===== config.mk =====
export PLATFORM = sky130hd
export DESIGN_NAME = addsub_acc_seq
export DESIGN_NICKNAME = d
export VERILOG_FILES = /design/src/rtl/addsub_seq_pkg.sv /design/src/rtl/addsub_acc_seq.sv
export SDC_FILE = /design/constraint.sdc
export NUM_CORES = 1
export LEC_CHECK = 0
export BUFFER_PORTS_ARGS = -buffer_cell sky130_fd_sc_hd__buf_2
export CORE_UTILIZATION = 47
export DETAILED_ROUTE_END_ITERATION = 12
export GPL_ROUTABILITY_DRIVEN = 1
export GPL_TIMING_DRIVEN = 0
export PLACE_DENSITY = 0.79
export SETUP_SLACK_MARGIN = 0.4
export SLEW_MARGIN = 20
export SYNTH_ARGS = -nofsm -noshare
export SYNTH_HDL_FRONTEND = slang
export SYNTH_SLANG_ARGS = --single-unit
export TNS_END_PERCENT = 5

===== constraint.sdc =====
create_clock -name clk -period 2.3 [get_ports clk]
set_input_delay 0.115 -clock clk [delete_from_list [all_inputs] [get_ports clk]]
set_output_delay 0.115 -clock clk [all_outputs]
set_load 0.03 [all_outputs]

===== src/rtl/addsub_seq_pkg.sv =====
// Shared types and helpers for the add/sub accumulator sequencer.
package addsub_seq_pkg;

   typedef enum logic [1:0] {
      OP_ADD  = 2'b00,
      OP_XSUB = 2'b01,
      OP_ASUB = 2'b10,
      OP_RSVD = 2'b11
   } op_e;

   typedef enum logic [2:0] {
      IDLE,
      CLR,
      ISSUE,
      GAP,
      DRAIN,
      DONE
   } state_e;

   localparam int CLR_CYCLES = 2;

   // Returns {sel_1_2, sel_3}; the reserved op folds onto ADD.
   function automatic logic [1:0] op_to_sel(input op_e op);
      logic [1:0] sel;
      case (op)
         OP_XSUB: sel = 2'b10;
         OP_ASUB: sel = 2'b00;
         default: sel = 2'b11;
      endcase
      return sel;
   endfunction

endpackage


===== src/rtl/addsub_acc_seq.sv =====
// Job sequencer for the 16-bit add/sub accumulator datapath.
// Optional intermediate-result port enabled by ADDSUB_SEQ_MID_EN.
module addsub_acc_seq
   import addsub_seq_pkg::*;
#(
   parameter int WIDTH = 16,
   parameter int LEN_W = 8
) (
   input  logic             clk,
   input  logic             rst,
   input  logic             job_start,
   input  logic [LEN_W-1:0] job_len,
   output logic             busy,
   input  logic             in_valid,
   output logic             in_ready,
   input  logic [WIDTH-1:0] in_data,
   input  logic [1:0]       in_op,
   output logic [WIDTH-1:0] dp_in,
   output logic             dp_rst_na,
   output logic             dp_sel_1_2,
   output logic             dp_sel_3,
   input  logic [WIDTH-1:0] dp_out,
`ifdef ADDSUB_SEQ_MID_EN
   output logic             mid_valid,
   output logic [WIDTH-1:0] mid_data,
`endif
   output logic             res_valid,
   input  logic             res_ready,
   output logic [WIDTH-1:0] res_data,
   output logic             op_err
);

   localparam logic [1:0] CLR_LAST = 2'(CLR_CYCLES - 1);

   state_e           state_q, state_d;
   logic [LEN_W-1:0] len_q, len_d;
   logic [LEN_W-1:0] cnt_q, cnt_d;
   logic [1:0]       clr_q, clr_d;
   logic             rst_na_q, rst_na_d;
   logic [1:0]       sel_q, sel_d;
   logic [WIDTH-1:0] res_q, res_d;
   logic             err_q, err_d;
   logic             hs;

   assign in_ready = (state_q == ISSUE) && !rst;
   assign hs       = in_ready && in_valid;

   always_comb begin
      state_d = state_q;
      len_d   = len_q;
      cnt_d   = cnt_q;
      clr_d   = clr_q;
      res_d   = res_q;
      err_d   = err_q;
      unique case (state_q)
         IDLE: begin
            if (job_start) begin
               len_d   = job_len;
               cnt_d   = '0;
               clr_d   = '0;
               err_d   = 1'b0;
               state_d = CLR;
            end
         end
         CLR: begin
            clr_d = clr_q + 2'd1;
            // N=0 still drains so its result lands at the usual offset.
            if (clr_q == CLR_LAST)
               state_d = (len_q != '0) ? ISSUE : DRAIN;
         end
         ISSUE: begin
            if (hs) begin
               cnt_d = cnt_q + LEN_W'(1);
               if (op_e'(in_op) == OP_RSVD)
                  err_d = 1'b1;
            end
            state_d = GAP;
         end
         GAP: begin
            state_d = (cnt_q < len_q) ? ISSUE : DRAIN;
         end
         DRAIN: begin
            res_d   = dp_out;
            state_d = DONE;
         end
         DONE: begin
            if (res_ready)
               state_d = IDLE;
         end
         default: state_d = IDLE;
      endcase
      rst_na_d = (state_d != CLR);
      sel_d    = op_to_sel(hs ? op_e'(in_op) : OP_ADD);
   end

   always_ff @(posedge clk) begin
      if (rst) begin
         state_q  <= IDLE;
         len_q    <= '0;
         cnt_q    <= '0;
         clr_q    <= '0;
         rst_na_q <= 1'b0;
         sel_q    <= 2'b11;
         res_q    <= '0;
         err_q    <= 1'b0;
      end else begin
         state_q  <= state_d;
         len_q    <= len_d;
         cnt_q    <= cnt_d;
         clr_q    <= clr_d;
         rst_na_q <= rst_na_d;
         sel_q    <= sel_d;
         res_q    <= res_d;
         err_q    <= err_d;
      end
   end

   assign busy       = (state_q != IDLE);
   assign dp_in      = hs ? in_data : '0;
   assign dp_rst_na  = rst_na_q;
   assign dp_sel_1_2 = sel_q[1];
   assign dp_sel_3   = sel_q[0];
   assign res_valid  = (state_q == DONE);
   assign res_data   = res_q;
   assign op_err     = err_q;

`ifdef ADDSUB_SEQ_MID_EN
   logic [1:0] hs_q, hs_d;

   assign hs_d = {hs_q[0], hs};

   always_ff @(posedge clk) begin
      if (rst) hs_q <= '0;
      else     hs_q <= hs_d;
   end

   assign mid_valid = hs_q[1];
   assign mid_data  = dp_out;
`endif

endmodule


# Word level (Yosys, flattened, before mapping)
# Cells that the tools add are included.
[totals]
wordCells = 54
regBits = 41
output_inout_bits = 39
inputBits = 47
[op_classes]
reduce_logical = 12
mux = 18
magnitude_cmp = 1
addsub = 2
eq_ne = 13
[ops]
columns = ["op", "n"]
rows = [
  ["$pmux 3 s6", 1],
  ["$mux 16", 1],
  ["$mux 8", 2],
  ["$pmux 8 s2", 1],
  ["$mux 3", 5],
  ["$add 8x1->8 const B", 1],
  ["$lt 8x8->1", 1],
  ["$pmux 2 s2", 2],
  ["$reduce_bool 8->1", 1],
  ["$eq 3x2->1 const B", 2],
  ["$eq 3x3->1 const B", 2],
  ["$eq 2x1->1 const B", 2],
  ["$eq 2x2->1 const B", 2],
  ["$mux 2", 2],
  ["$ne 2x2->1 const B", 2],
  ["$reduce_and 2->1", 2],
  ["$reduce_and 4->1", 1],
  ["$reduce_bool 2->1", 2],
  ["$eq 3x1->1 const B", 1],
  ["$logic_not 3->1", 1],
  ["$mux 1", 3],
  ["$ne 3x1->1 const B", 1],
  ["$reduce_and 3->1", 1],
  ["$reduce_bool 3->1", 1],
  ["5 further kinds", 6],
]

# Depth between registers and ports, before layout
[logic_depth]
word_depth = 6
depth_mapped = 8
depth_no_buf = 6

# Worst setup path after synthesis
# Ideal clock, no wire load.
[synth_path]
path_type = "reg-to-reg"
start = "register state_q[1]"
end = "register sel_q[0]"
required_ps = 2177
path_stages_with_launch = 8
arrival_ps = 1562
setup_ps = 123
setup_slack_ps = 615
synth_period_minus_slack_ps = 1685
n_path_buf = 3
cell_sequence = "dfxtp_1 -> and3b_1 -> buf_4 -> buf_2 -> clkbuf_2 -> and3_1 -> ha_1 -> or2_2"
[synth_via]
elab_chain_len = 6
elab_cells_between_ends = 7
cone_classes = "eq/ne (3); mux (2); reduce/logical (2)"
[synth_rtl]
columns = ["element", "line_no", "rtl"]
rows = [
  ["start, declared", "addsub_acc_seq.sv:35", "state_e state_q, state_d;"],
  ["start signal, assigned", "addsub_acc_seq.sv:107", "state_q <= state_d;"],
  ["$eq 3x2->1 (*)", "addsub_acc_seq.sv:45", "assign in_ready = (state_q == ISSUE) && !rst;"],
  ["$logic_and 1x1->1 (*)", "addsub_acc_seq.sv:45", ""],
  ["$logic_and 1x1->1 (*)", "addsub_acc_seq.sv:46", "assign hs = in_ready && in_valid;"],
  ["$mux 2 (*)", "addsub_acc_seq.sv:93", "sel_d = op_to_sel(hs ? op_e'(in_op) : OP_ADD);"],
  ["$eq 2x2->1 / $eq 2x1->1 (equally long branches)", "addsub_seq_pkg.sv:25", "case (op)"],
  ["$pmux 2 s2 (*)", "addsub_seq_pkg.sv:25", ""],
  ["net sel_d[0]", "addsub_acc_seq.sv:40", "logic [1:0] sel_q, sel_d;"],
  ["end signal, assigned", "addsub_acc_seq.sv:112", "sel_q <= sel_d;"],
  ["end, declared", "addsub_acc_seq.sv:40", ""],
]
# Mark *: on every way through the listed nets, which the timed path passes. The rest lies on a longest branch.
# A chain may end at the register's enable or synchronous reset.

# Final worst setup path
# Ends and elaborated chain as after synthesis.

==> impl_metrics.sql <==
INSERT INTO impl_metrics (metric_group, metric, value, unit) VALUES
('yosys', 'yosysSeqAreaShare', '40.5', '%'),
('sta', 'setup-tns-final', '0', 'ns'),
('clocking', 'cts-buffers-inserted', '5', ''),
('sta', 'rsz_0062_raised_after_global_routing', 'false', ''),
('yosys', 'dominant_cell_type_by_area_after_synthesis', 'dfxtp_1', ''),
('critical_path', 'timing.reg2reg.worst_path_depth', '7', ''),
('global_route', 'vias_in_the_first_global_route', '1714', ''),
('yosys', 'synth_area_leaders', 'dfxtp_1 40%, nand2_1 11%, a21oi_1 8.1%', ''),
('power_and_ir_drop', 'power.static_leakage', '0.00127', 'µW'),
('sta', 'report.final.setup_viol', '0', ''),
('cells_and_area', 'post-route-util', '64.9', '%'),
('critical_path', 'critical_path.max_fanout', '10', ''),
('worst_hold_path', 'timing.hold.worst_path_depth', '2', ''),
('placed_design', 'post-dp-hpwl', '3.62', 'mm'),
('sta', 'timing_max_transition_violations_final', '0', ''),
('worst_hold_path', 'hold_class', 'in -> reg', ''),
('critical_path', 'cpMostUsedCell', 'clkbuf_4', ''),
('yosys', 'dominantRegCellSynth', 'dfxtp_1', ''),
('cells_and_area', 'number_of_antenna_cells_inserted', '0', ''),
('placed_design', 'gp_congestion', '0.821', ''),
('critical_path', 'worst-path-buf-inv', '3', ''),
('yosys', 'avgSynthCellArea', '8.04', 'µm²'),
('yosys', 'ys_warn_count', '0', ''),
('critical_path', 'cp_num_cells', '7', ''),
('placed_design', 'detailed_place.area', '2510', 'µm²'),
('clocking', 'clock-root-buffer', 'clkbuf_8', ''),
('cells_and_area', 'most-common-layout-cells', '85 x buf_2, 57 x nand2_1, 40 x dfxtp_1, 33 x a21oi_1, 20 x and3_1', ''),
('yosys', 'synth_enable_flop_cells', '0', ''),
('clocking', 'clock_tree_from_tritoncts', 'done', ''),
('run', 'drv_cap', '0', ''),
('global_route', 'wire_length_of_the_first_global_routing_pass', '7.53', 'mm'),
('floorplanning', 'design.portCount', '86', ''),
('routing', 'wl_per_cell', '11.9', 'µm'),
('critical_path', 'critical_path_required', '2.49', 'ns'),
('sta', 'final.setup_skew', '0.00876', 'ns'),
('routing', 'routed_wire_length', '4.71', 'mm'),
('global_route', 'grt_max_degree', '14', ''),
('cells_and_area', 'design.final.nets', '400', ''),
('yosys', 'asyncSetResetFlopFracSynth', '0', '%'),
('critical_path', 'slowest_stage', 'dfxtp_2', ''),
('critical_path', 'arrival', '2.00', 'ns'),
('routing', 'num_vias', '1983', ''),
('status', 'result_of_the_run', 'finished, final reports clean', ''),
('global_route', 'grt_antenna_before_repair', '0', ''),
('floorplanning', 'rows', '23', ''),
('yosys', 'synthesis.nets', '309', ''),
('sta', 'layout_worst_path_cycle_share', '79.0', '%'),
('critical_path', 'timing.setup.critical_path_class', 'reg -> reg', ''),
('global_route', 'grt.total_usage', '21.7', '%'),
('critical_path', 'critical_path.top_delay_family', 'simple AND/OR/NAND/NOR gates', ''),
('clocking', 'post_cts_setup_buffer_count', '0', ''),
('cells_and_area', 'final_instance_area', '2630', 'µm²'),
('cells_and_area', 'final_layout_size_suffix_gt1_share', '31.7', '%'),
('floorplanning', 'dieHeight', '67.7', 'µm'),
('clocking', 'cts.repair.resized', '0', ''),
('routing', 'detailedRoute.firstPassIterationCount', '4', ''),
('placed_design', 'placement.io_buffers', '84', ''),
('yosys', 'synth_top_cell_area_share', '40.5', '%'),
('power_and_ir_drop', 'peakVddDrop', '0.392', 'mV'),
('routing', 'drtIter0Drc', '100', ''),
('critical_path', 'worstSetupStartpointType', 'register', ''),
('yosys', 'postSynthCellCount', '252', ''),
('sta', 'post-route-min-period', '1.82', 'ns'),
('yosys', 'synth-seq-cells', '41', ''),
('floorplanning', 'die_width', '67.7', 'µm'),
('critical_path', 'path_cells', 'and3b_1 -> buf_4 -> clkbuf_4 -> clkbuf_4 -> and3_1 -> ha_1 -> or2_2', ''),
('critical_path', 'peak_per_stage_delay_on_the_critical_path', '0.34', 'ns'),
('critical_path', 'critPathCaptureType', 'register', ''),
('yosys', 'post_synthesis_cell_area', '2030', 'µm²'),
('floorplanning', 'floorplan.initialDensity', '50.0', '%'),
('routing', 'route.detailed.vias_per_inst', '5.03', '');
## area by class of cell
type	count	area (µm²)	area share [%]
inverter	12	45.0	1.71
clock inverter	2	38.8	1.47
buffer	14	80.1	3.04
multi-input combinational	185	1090	41.3
clock buffer	6	72.6	2.76
sequential	41	822	31.2
timing repair buffer	84	425	16.2
tap	50	62.6	2.38
## cells in the mapped netlist (2+ instances only)
master      n
o2111ai_1   3
and3_1     20
or3_1       3
nor4_1      2
dfxtp_1    41
nor2_1      8
clkbuf_2    2
xor2_1      5
inv_1      12
a21oi_1    33
nand2_1    57
o21ai_0     8
buf_4       2
nand3b_1    2
and4_1      2
clkbuf_1    5
and2_1      3
nand3_1     3
o211ai_2    2
a211oi_1    2
ha_1       10
nor2_2      2
nand2b_1    5
nor2_4      2
buf_2       4
## report_power, final
part | total, µW | switching [µW] | internal [µW]
Sequential | 754 | 20.6 | 734
Combinational | 232 | 139 | 92.6
Clock | 571 | 246 | 326
Total | 1560 | 405 | 1150
## path summary, 6_finish.rpt
check	from	end	slack [ns]
min reg2reg	res_data[1]	res_data[1]	0.45
min	rst	state_q[0]	0.02
max reg2reg	state_q[1]	sel_q[0]	0.48
max	state_q[1]	sel_q[0]	0.48
## worst reg2reg max path, cell delays in order, from the launching register on
cell and delay, ns:
dfxtp_2 0.34, and3b_1 0.15, buf_4 0.15, clkbuf_4 0.17, clkbuf_4 0.18, and3_1 0.19
ha_1 0.25, or2_2 0.27
## kinds of logic after synthesis
family	Yosys count	synth area share, %
simple gates	113	27.7
buf+inv	26	5.93
fa+ha+maj	10	6.17
flops	41	40.5
xor+xnor	5	2.16
mux	2	1.05
compound gates	55	16.5
## sequential cells by signal (all words and copies together), names as in the netlist
name	flops
clr_q	2
cnt_q	8
dp_rst_na	1
len_q	8
op_err	1
res_data	16
sel_q	2
state_q	3
## metal layers
layer | global-route usage [%] | up-vias | wire length (µm)
li1 | - | 1053 | -
met1 | 29.4 | 886 | 2200
met2 | 32.3 | 35 | 2290
met3 | 4.90 | 9 | 137
met4 | 9.57 | 0 | 80
met5 | 0 | - | 0
## metrics by stage
| step | cells | setup WS (ns) | power (µW) |
|---|---|---|---|
| after floorplan | 252 | 0.615 | 916 |
| final | 394 | 0.483 | 1560 |
| after global routing | 394 | 0.421 | 1640 |
| after CTS | 394 | 0.459 | 1570 |
| after detailed placement | 386 | 0.487 | 1000 |
| after global placement | 386 | 0.499 | 995 |
Note: power is estimated with default switching activity, not from simulation.
